$ cat config.mk
export PLATFORM = sky130hd
export DESIGN_NAME = mul_seq_flat
export DESIGN_NICKNAME = d
export VERILOG_FILES = /design/src/rtl/alu_pkg.sv /design/src/rtl/mul_seq_if.sv /design/src/rtl/mul_seq_dp.sv /design/src/rtl/mul_seq.sv /design/src/flat_wrapper.sv
export SDC_FILE = /design/constraint.sdc
export NUM_CORES = 1
export LEC_CHECK = 0
export CORE_UTILIZATION = 30
export DETAILED_ROUTE_END_ITERATION = 6
export PLACE_DENSITY_LB_ADDON = 0.05
export SETUP_SLACK_MARGIN = 0.5
export SLEW_MARGIN = 20
export SYNTH_ARGS = -nofsm -noshare
export SYNTH_HDL_FRONTEND = slang
export SYNTH_SLANG_ARGS = --single-unit
$ cat constraint.sdc
create_clock -name clk -period 2.5 [get_ports clk]
set_clock_uncertainty 0.2 [all_clocks]
set_input_delay 0.75 -clock clk [delete_from_list [all_inputs] [get_ports clk]]
set_output_delay 0.75 -clock clk [all_outputs]
set_load 0.02 [all_outputs]
$ cat src/rtl/alu_pkg.sv
// Shared definitions for the execute-stage ALU and the multiply sequencer
// that borrows it.
//   ALU_OP_RTYPE / ALU_FN_ADD : operation the sequencer presents to the ALU
//   mul_state_t               : multiply sequencer states
package alu_pkg;

  localparam logic [4:0] ALU_OP_RTYPE = 5'b11011;
  localparam logic [1:0] ALU_FN_ADD   = 2'b00;

  typedef enum logic [1:0] {
    IDLE = 2'd0,
    RUN  = 2'd1,
    DONE = 2'd2
  } mul_state_t;

endpackage

$ cat src/rtl/mul_seq_if.sv
// Request/grant bundle between the multiply sequencer and the execute-stage
// ALU mux.
//   alu_req    : sequencer wants the ALU this cycle
//   alu_gnt    : mux routes sequencer operands this cycle
//   alu_opcode : operation opcode (R-type)
//   alu_funct  : operation function (ADD)
//   alu_rs     : first operand (accumulator)
//   alu_rt     : second operand (shifted multiplicand)
//   alu_res    : combinational ALU result, valid with alu_gnt
interface mul_seq_if #(parameter int WIDTH = 16);

  logic             alu_req;
  logic             alu_gnt;
  logic [4:0]       alu_opcode;
  logic [1:0]       alu_funct;
  logic [WIDTH-1:0] alu_rs;
  logic [WIDTH-1:0] alu_rt;
  logic [WIDTH-1:0] alu_res;

  modport master (
    output alu_req, alu_opcode, alu_funct, alu_rs, alu_rt,
    input  alu_gnt, alu_res
  );

  modport slave (
    input  alu_req, alu_opcode, alu_funct, alu_rs, alu_rt,
    output alu_gnt, alu_res
  );

endinterface

$ cat src/rtl/mul_seq_dp.sv
// Shift-and-add datapath for the multiply sequencer.
//   clk, rst_n : clock, synchronous active-low reset
//   load_en    : load a/b, clear accumulator and iteration count
//   step_en    : complete one iteration (optional add, then shift)
//   add_en     : take alu_res into the accumulator on this iteration
//   a, b       : operands captured on load
//   alu_res    : shared ALU result
//   acc, mcand, mplier : current register values
//   acc_nxt    : accumulator value after this edge
//   last_iter  : the iteration in progress is the final one
module mul_seq_dp #(
  parameter int WIDTH = 16,
  parameter int CNT_W = 5
) (
  input  logic             clk,
  input  logic             rst_n,
  input  logic             load_en,
  input  logic             step_en,
  input  logic             add_en,
  input  logic [WIDTH-1:0] a,
  input  logic [WIDTH-1:0] b,
  input  logic [WIDTH-1:0] alu_res,
  output logic [WIDTH-1:0] acc,
  output logic [WIDTH-1:0] mcand,
  output logic [WIDTH-1:0] mplier,
  output logic [WIDTH-1:0] acc_nxt,
  output logic             last_iter
);

  logic [WIDTH-1:0] acc_q, acc_d;
  logic [WIDTH-1:0] mcand_q, mcand_d;
  logic [WIDTH-1:0] mplier_q, mplier_d;
  logic [CNT_W-1:0] cnt_q, cnt_d;

  always_comb begin
    acc_d    = acc_q;
    mcand_d  = mcand_q;
    mplier_d = mplier_q;
    cnt_d    = cnt_q;
    if (load_en) begin
      acc_d    = '0;
      mcand_d  = a;
      mplier_d = b;
      cnt_d    = '0;
    end else if (step_en) begin
      if (add_en) acc_d = alu_res;
      mcand_d  = mcand_q << 1;
      mplier_d = mplier_q >> 1;
      cnt_d    = cnt_q + CNT_W'(1);
    end
  end

  // Post-shift multiplier is zero exactly when all bits above bit 0 are zero.
  assign last_iter = (mplier_q[WIDTH-1:1] == '0) || (cnt_q == CNT_W'(WIDTH - 1));

  always_ff @(posedge clk) begin
    if (!rst_n) begin
      acc_q    <= '0;
      mcand_q  <= '0;
      mplier_q <= '0;
      cnt_q    <= '0;
    end else begin
      acc_q    <= acc_d;
      mcand_q  <= mcand_d;
      mplier_q <= mplier_d;
      cnt_q    <= cnt_d;
    end
  end

  assign acc     = acc_q;
  assign mcand   = mcand_q;
  assign mplier  = mplier_q;
  assign acc_nxt = acc_d;

endmodule

$ cat src/rtl/mul_seq.sv
// Iterative multiply sequencer that borrows the execute-stage ALU for each
// addition through a request/grant handshake.
//   clk, rst_n : clock, synchronous active-low reset
//   start      : begin a multiply (sampled only when idle)
//   a, b       : multiplicand / multiplier, captured with start
//   busy       : operation in progress (RUN or DONE)
//   done       : one-cycle pulse, product valid
//   product    : low WIDTH bits of a*b, held until the next product
//   alu        : ALU request/grant bundle (master side)
//
// state | meaning
// IDLE  | waiting for start
// RUN   | one shift-and-add iteration per cycle, stalls while ALU denied
// DONE  | product registered, done pulse
module mul_seq #(
  parameter int WIDTH = 16,
  parameter int CNT_W = 5
) (
  input  logic             clk,
  input  logic             rst_n,
  input  logic             start,
  input  logic [WIDTH-1:0] a,
  input  logic [WIDTH-1:0] b,
  output logic             busy,
  output logic             done,
  output logic [WIDTH-1:0] product,
  mul_seq_if.master        alu
);
  import alu_pkg::*;

  localparam logic [1:0] ST_IDLE = IDLE;
  localparam logic [1:0] ST_RUN  = RUN;
  localparam logic [1:0] ST_DONE = DONE;

  logic [1:0]       state_q, state_d;
  logic [WIDTH-1:0] product_q, product_d;
  logic             load_en, step_en, add_en, last_iter;
  logic [WIDTH-1:0] acc, mcand, mplier, acc_nxt;

  mul_seq_dp #(.WIDTH(WIDTH), .CNT_W(CNT_W)) u_dp (
    .clk       (clk),
    .rst_n     (rst_n),
    .load_en   (load_en),
    .step_en   (step_en),
    .add_en    (add_en),
    .a         (a),
    .b         (b),
    .alu_res   (alu.alu_res),
    .acc       (acc),
    .mcand     (mcand),
    .mplier    (mplier),
    .acc_nxt   (acc_nxt),
    .last_iter (last_iter)
  );

  // An iteration that needs an add completes only when the ALU is granted.
  assign add_en  = mplier[0];
  assign step_en = (state_q == ST_RUN) && (!mplier[0] || alu.alu_gnt);

  always_comb begin
    state_d = state_q;
    load_en = 1'b0;
    case (state_q)
      ST_IDLE: begin
        if (start) begin
          load_en = 1'b1;
          state_d = ((a == '0) || (b == '0)) ? ST_DONE : ST_RUN;
        end
      end
      ST_RUN:  if (step_en && last_iter) state_d = ST_DONE;
      ST_DONE: state_d = ST_IDLE;
      default: state_d = ST_IDLE;
    endcase
  end

  // Capture the accumulator as it will be after this edge, so the final add
  // (or the zero-operand clear) lands in product on DONE entry.
  always_comb begin
    product_d = product_q;
    if ((state_d == ST_DONE) && (state_q != ST_DONE)) product_d = acc_nxt;
  end

  always_ff @(posedge clk) begin
    if (!rst_n) begin
      state_q   <= ST_IDLE;
      product_q <= '0;
    end else begin
      state_q   <= state_d;
      product_q <= product_d;
    end
  end

  assign busy    = (state_q == ST_RUN) || (state_q == ST_DONE);
  assign done    = (state_q == ST_DONE);
  assign product = product_q;

  assign alu.alu_req    = (state_q == ST_RUN) && mplier[0];
  assign alu.alu_opcode = ALU_OP_RTYPE;
  assign alu.alu_funct  = ALU_FN_ADD;
  assign alu.alu_rs     = acc;
  assign alu.alu_rt     = mcand;

endmodule

$ cat src/flat_wrapper.sv
// flat-port wrapper written by rule: the top's interface ports become plain ports
module mul_seq_flat import alu_pkg::*;
#(
  parameter int WIDTH = 16,
  parameter int CNT_W = 5
)
  (clk, rst_n, start, a, b, busy, done, product, alu_alu_req, alu_alu_opcode, alu_alu_funct, alu_alu_rs, alu_alu_rt, alu_alu_gnt, alu_alu_res);
  mul_seq_if #(.WIDTH(WIDTH)) alu_i ();
  input  logic clk;
  input  logic rst_n;
  input  logic start;
  input  logic [WIDTH-1:0] a;
  input  logic [WIDTH-1:0] b;
  output logic busy;
  output logic done;
  output logic [WIDTH-1:0] product;
  output wire logic [$bits(alu_i.alu_req)-1:0] alu_alu_req;
  output wire logic [$bits(alu_i.alu_opcode)-1:0] alu_alu_opcode;
  output wire logic [$bits(alu_i.alu_funct)-1:0] alu_alu_funct;
  output wire logic [$bits(alu_i.alu_rs)-1:0] alu_alu_rs;
  output wire logic [$bits(alu_i.alu_rt)-1:0] alu_alu_rt;
  input wire logic [$bits(alu_i.alu_gnt)-1:0] alu_alu_gnt;
  input wire logic [$bits(alu_i.alu_res)-1:0] alu_alu_res;
  assign alu_alu_req = alu_i.alu_req;
  assign alu_alu_opcode = alu_i.alu_opcode;
  assign alu_alu_funct = alu_i.alu_funct;
  assign alu_alu_rs = alu_i.alu_rs;
  assign alu_alu_rt = alu_i.alu_rt;
  assign alu_i.alu_gnt = alu_alu_gnt;
  assign alu_i.alu_res = alu_alu_res;
  mul_seq #(.WIDTH(WIDTH), .CNT_W(CNT_W)) u_core (.clk(clk), .rst_n(rst_n), .start(start), .a(a), .b(b), .busy(busy), .done(done), .product(product), .alu(alu_i));
endmodule
==> reports/qor.csv <==
metric;value;unit
leakage;2.100;nW
number_of_placed_instances_taps_included;598;
report.final.hold_viol_count;0;
die_width;104.3;µm
final_design_area_excluding_fillers;0.004831;mm²
final-max-slew-violation-count;0;
placed_cell_area;0.004532;mm²
hold_path_class;reg2reg;
drtIter0Drc;68;
antenna_cells;0;
global_route.usage.total;17.16;%
place_ws;-587.1;ps
cellPowerDensity;551.6;mW/mm²
cts-htree-levels;3;
gp_routability_congestion;0.7409;
yosys_warnings;0;
antenna_violating_nets_post_route;0;
rsz0062_at_grt;true;
finalSetupTns;0;ps
clk_root_buffer_cell;clkbuf_8;
pin_count_of_the_biggest_net_entering_global_routing;37;
start_util;31.52;%
wirelength;8.826;mm
number_of_vias_after_detailed_routing;2973;
floorplan.io_pins;110;
cts_buffers;9;
detailedPlacementHpwl;5.907;mm
final.min_clock_period;2343;ps
port_buffers;102;
postSynthRegisterBits;71;
floorplan.die_area;0.01087;mm²
cts_tree;yes;
grt_antenna_before_repair;0;
die_h;104.3;µm
number_of_nets_in_the_finished_design;545;
seq_area_frac_synth;45.30;%
number_of_global_route_vias_before_repair;2940;
post_route_cells_drive_above_1_share;31.85;%
timing.critical_path.arrival;2380;ps
path_max_fanout;8;
yosys-top-cells-area;dfxtp_1 (45%), a311oi_1 (8.4%), nand2_1 (8.3%);
grt_pass1_wl;14.90;mm
remaining_design_rule_violation_count;0;
timing.fmax;426.9;MHz
cts_hold_buffers;0;
floorplan.rows;36;
synth_top_cell_by_area;dfxtp_1;
via_per_inst;4.749;
startpoint_class_of_the_critical_path;primary input;
clkLatencyLatePin;350;ps
critPathCaptureType;flop;
post_synth_inst_count;354;
cts_buffer_depth;2;
drtPass1Iterations;4;
floorplan_core_area;0.009955;mm²
cp.required;2540;ps
avg_inst_size_synth;8.864;µm²
areaGrowthSynthToFinish;53.95;%
cts.sink_count;71;
maxCapViolations;0;
global_route.overflow_total;0;
final.period_utilization;93.71;%
utilization;48.53;%
final-setup-viol-count;0;
r2r_path_start;u_core.u_dp.cnt_q[0];
critPathLaunch;start;
synth_cell_type_count;32;
worst_setup_hold_path_clk_slew;80;ps
status;finished, final reports clean;
drt-wirelength-per-cell;14.10;µm
worst_ir_drop_vdd;0.2787;mV
timing.hold.worst.start;u_core.u_dp.cnt_q[1];
post-synth-top-area-fraction;45.30;%
final_cell_count_without_fillers;626;
timing.setup.critical_path_class;in2reg;
final_critical_path_setup_slack;157.3;ps
syn-cell-area;0.003138;mm²
-- stage by stage --
stage	power, mW	hold slack, ps
after floorplan	1.486	253.7
after global placement	1.732	260.5
after detailed placement	1.732	268.9
after CTS	2.698	279.6
after global routing	2.811	310.0
final	2.665	276.0
-- synth_stat cells --
master	count
a21oi_1	4
a311oi_1	30
clkinv_1	1
and2_1	17
nand2_1	69
nand3_1	2
mux2i_1	16
xnor2_1	1
mux2_4	10
o22ai_1	1
nor2_1	55
nor4_1	11
a22oi_2	2
nor3_1	1
buf_4	7
and3_1	2
a31oi_1	1
clkbuf_1	19
a211oi_1	1
nand2b_1	1
nand4_1	5
ha_1	5
o2111ai_4	1
dfxtp_1	71
buf_6	1
or3_1	1
inv_1	6
xor2_1	2
mux2_2	6
buf_2	1
conb_1	2
o21ai_0	2
-- repair_timing --
action,CTS,global route
pin swaps,14,15
setup endpoints to repair,101,62
buffers inserted,6,5
resized for setup,208,83
hold endpoints to repair,0,0
cloned,1,0
-- cells in the final DEF, fill, tap and decap left out, drive strengths merged, types with 2 or more instances in the layout --
cell,n
nor2,55
a21oi,4
nand2,69
and3,2
ha,5
clkdlybuf4s15,32
inv,7
mux2,16
clkbuf,40
conb,7
xor2,2
and2,17
nand3,2
mux2i,16
a22oi,2
dlygate4sd2,5
a311oi,30
o21ai,2
nand4,5
clkdlybuf4s50,17
nor4,11
clkinvlp,4
dfxtp,71
buf,62
-- worst paths after layout --
check / endpoint / slack (ps) / cells after the start
worst min register to register: u_core.u_dp.cnt_q[1] / 280 / 2
worst max register to register: u_core.product[4] / 220 / 8
worst max-delay path: u_core.product[9] / 160 / 6
worst min-delay path: u_core.u_dp.cnt_q[1] / 280 / 2
-- report_power, final --
part / switching, mW / internal, mW
logic: 0.257 / 0.218
clock network: 0.462 / 0.491
registers: 0.0480 / 1.19
total: 0.767 / 1.90
-- worst max-delay path: stages --
cell and delay, ps:
dlygate4sd2_1 270, or3_1 390, a22oi_2 250, o2111ai_4 210, clkbuf_16 220, mux2_4 290
-- sequential cells by signal, summed over array words and instances, names as in the netlist --
name and cells:
u_core.state_q 2, u_core.u_dp.mplier 16, u_core.product 16, u_core.u_dp.cnt_q 5, u_core.u_dp.acc 16, u_core.u_dp.mcand 16
-- kinds of logic after synthesis --
kind of cell	share of synthesized area [%]
simple gates	22.69
buf+inv	5.303
fa+ha+maj	1.994
other cells	0.2393
flops	45.29
mux	12.04
compound gates	11.60
xor+xnor	0.8375
-- area by class of cell --
type	count	area, µm²
clock buffers	10	137.6
fillers	1012	5124
clock inverters	6	68.82
flip-flops and latches	71	1429
inverters	7	31.28
well taps	133	166.4
multi-input cells	253	1722
repair buffers	146	1276
-- routing by layer --
| metal | share of wire [%] | vias to the layer above | GRT usage [%] |
|---|---|---|---|
| met5 | 0 | - | 0 |
| met1 | 45 | 1391 | 20.83 |
| met4 | 2.1 | 0 | 6.837 |
| met3 | 5.3 | 14 | 5.451 |
| li1 | - | 1488 | - |
| met2 | 48 | 80 | 28.00 |
Power figures use the tool's default switching activity.
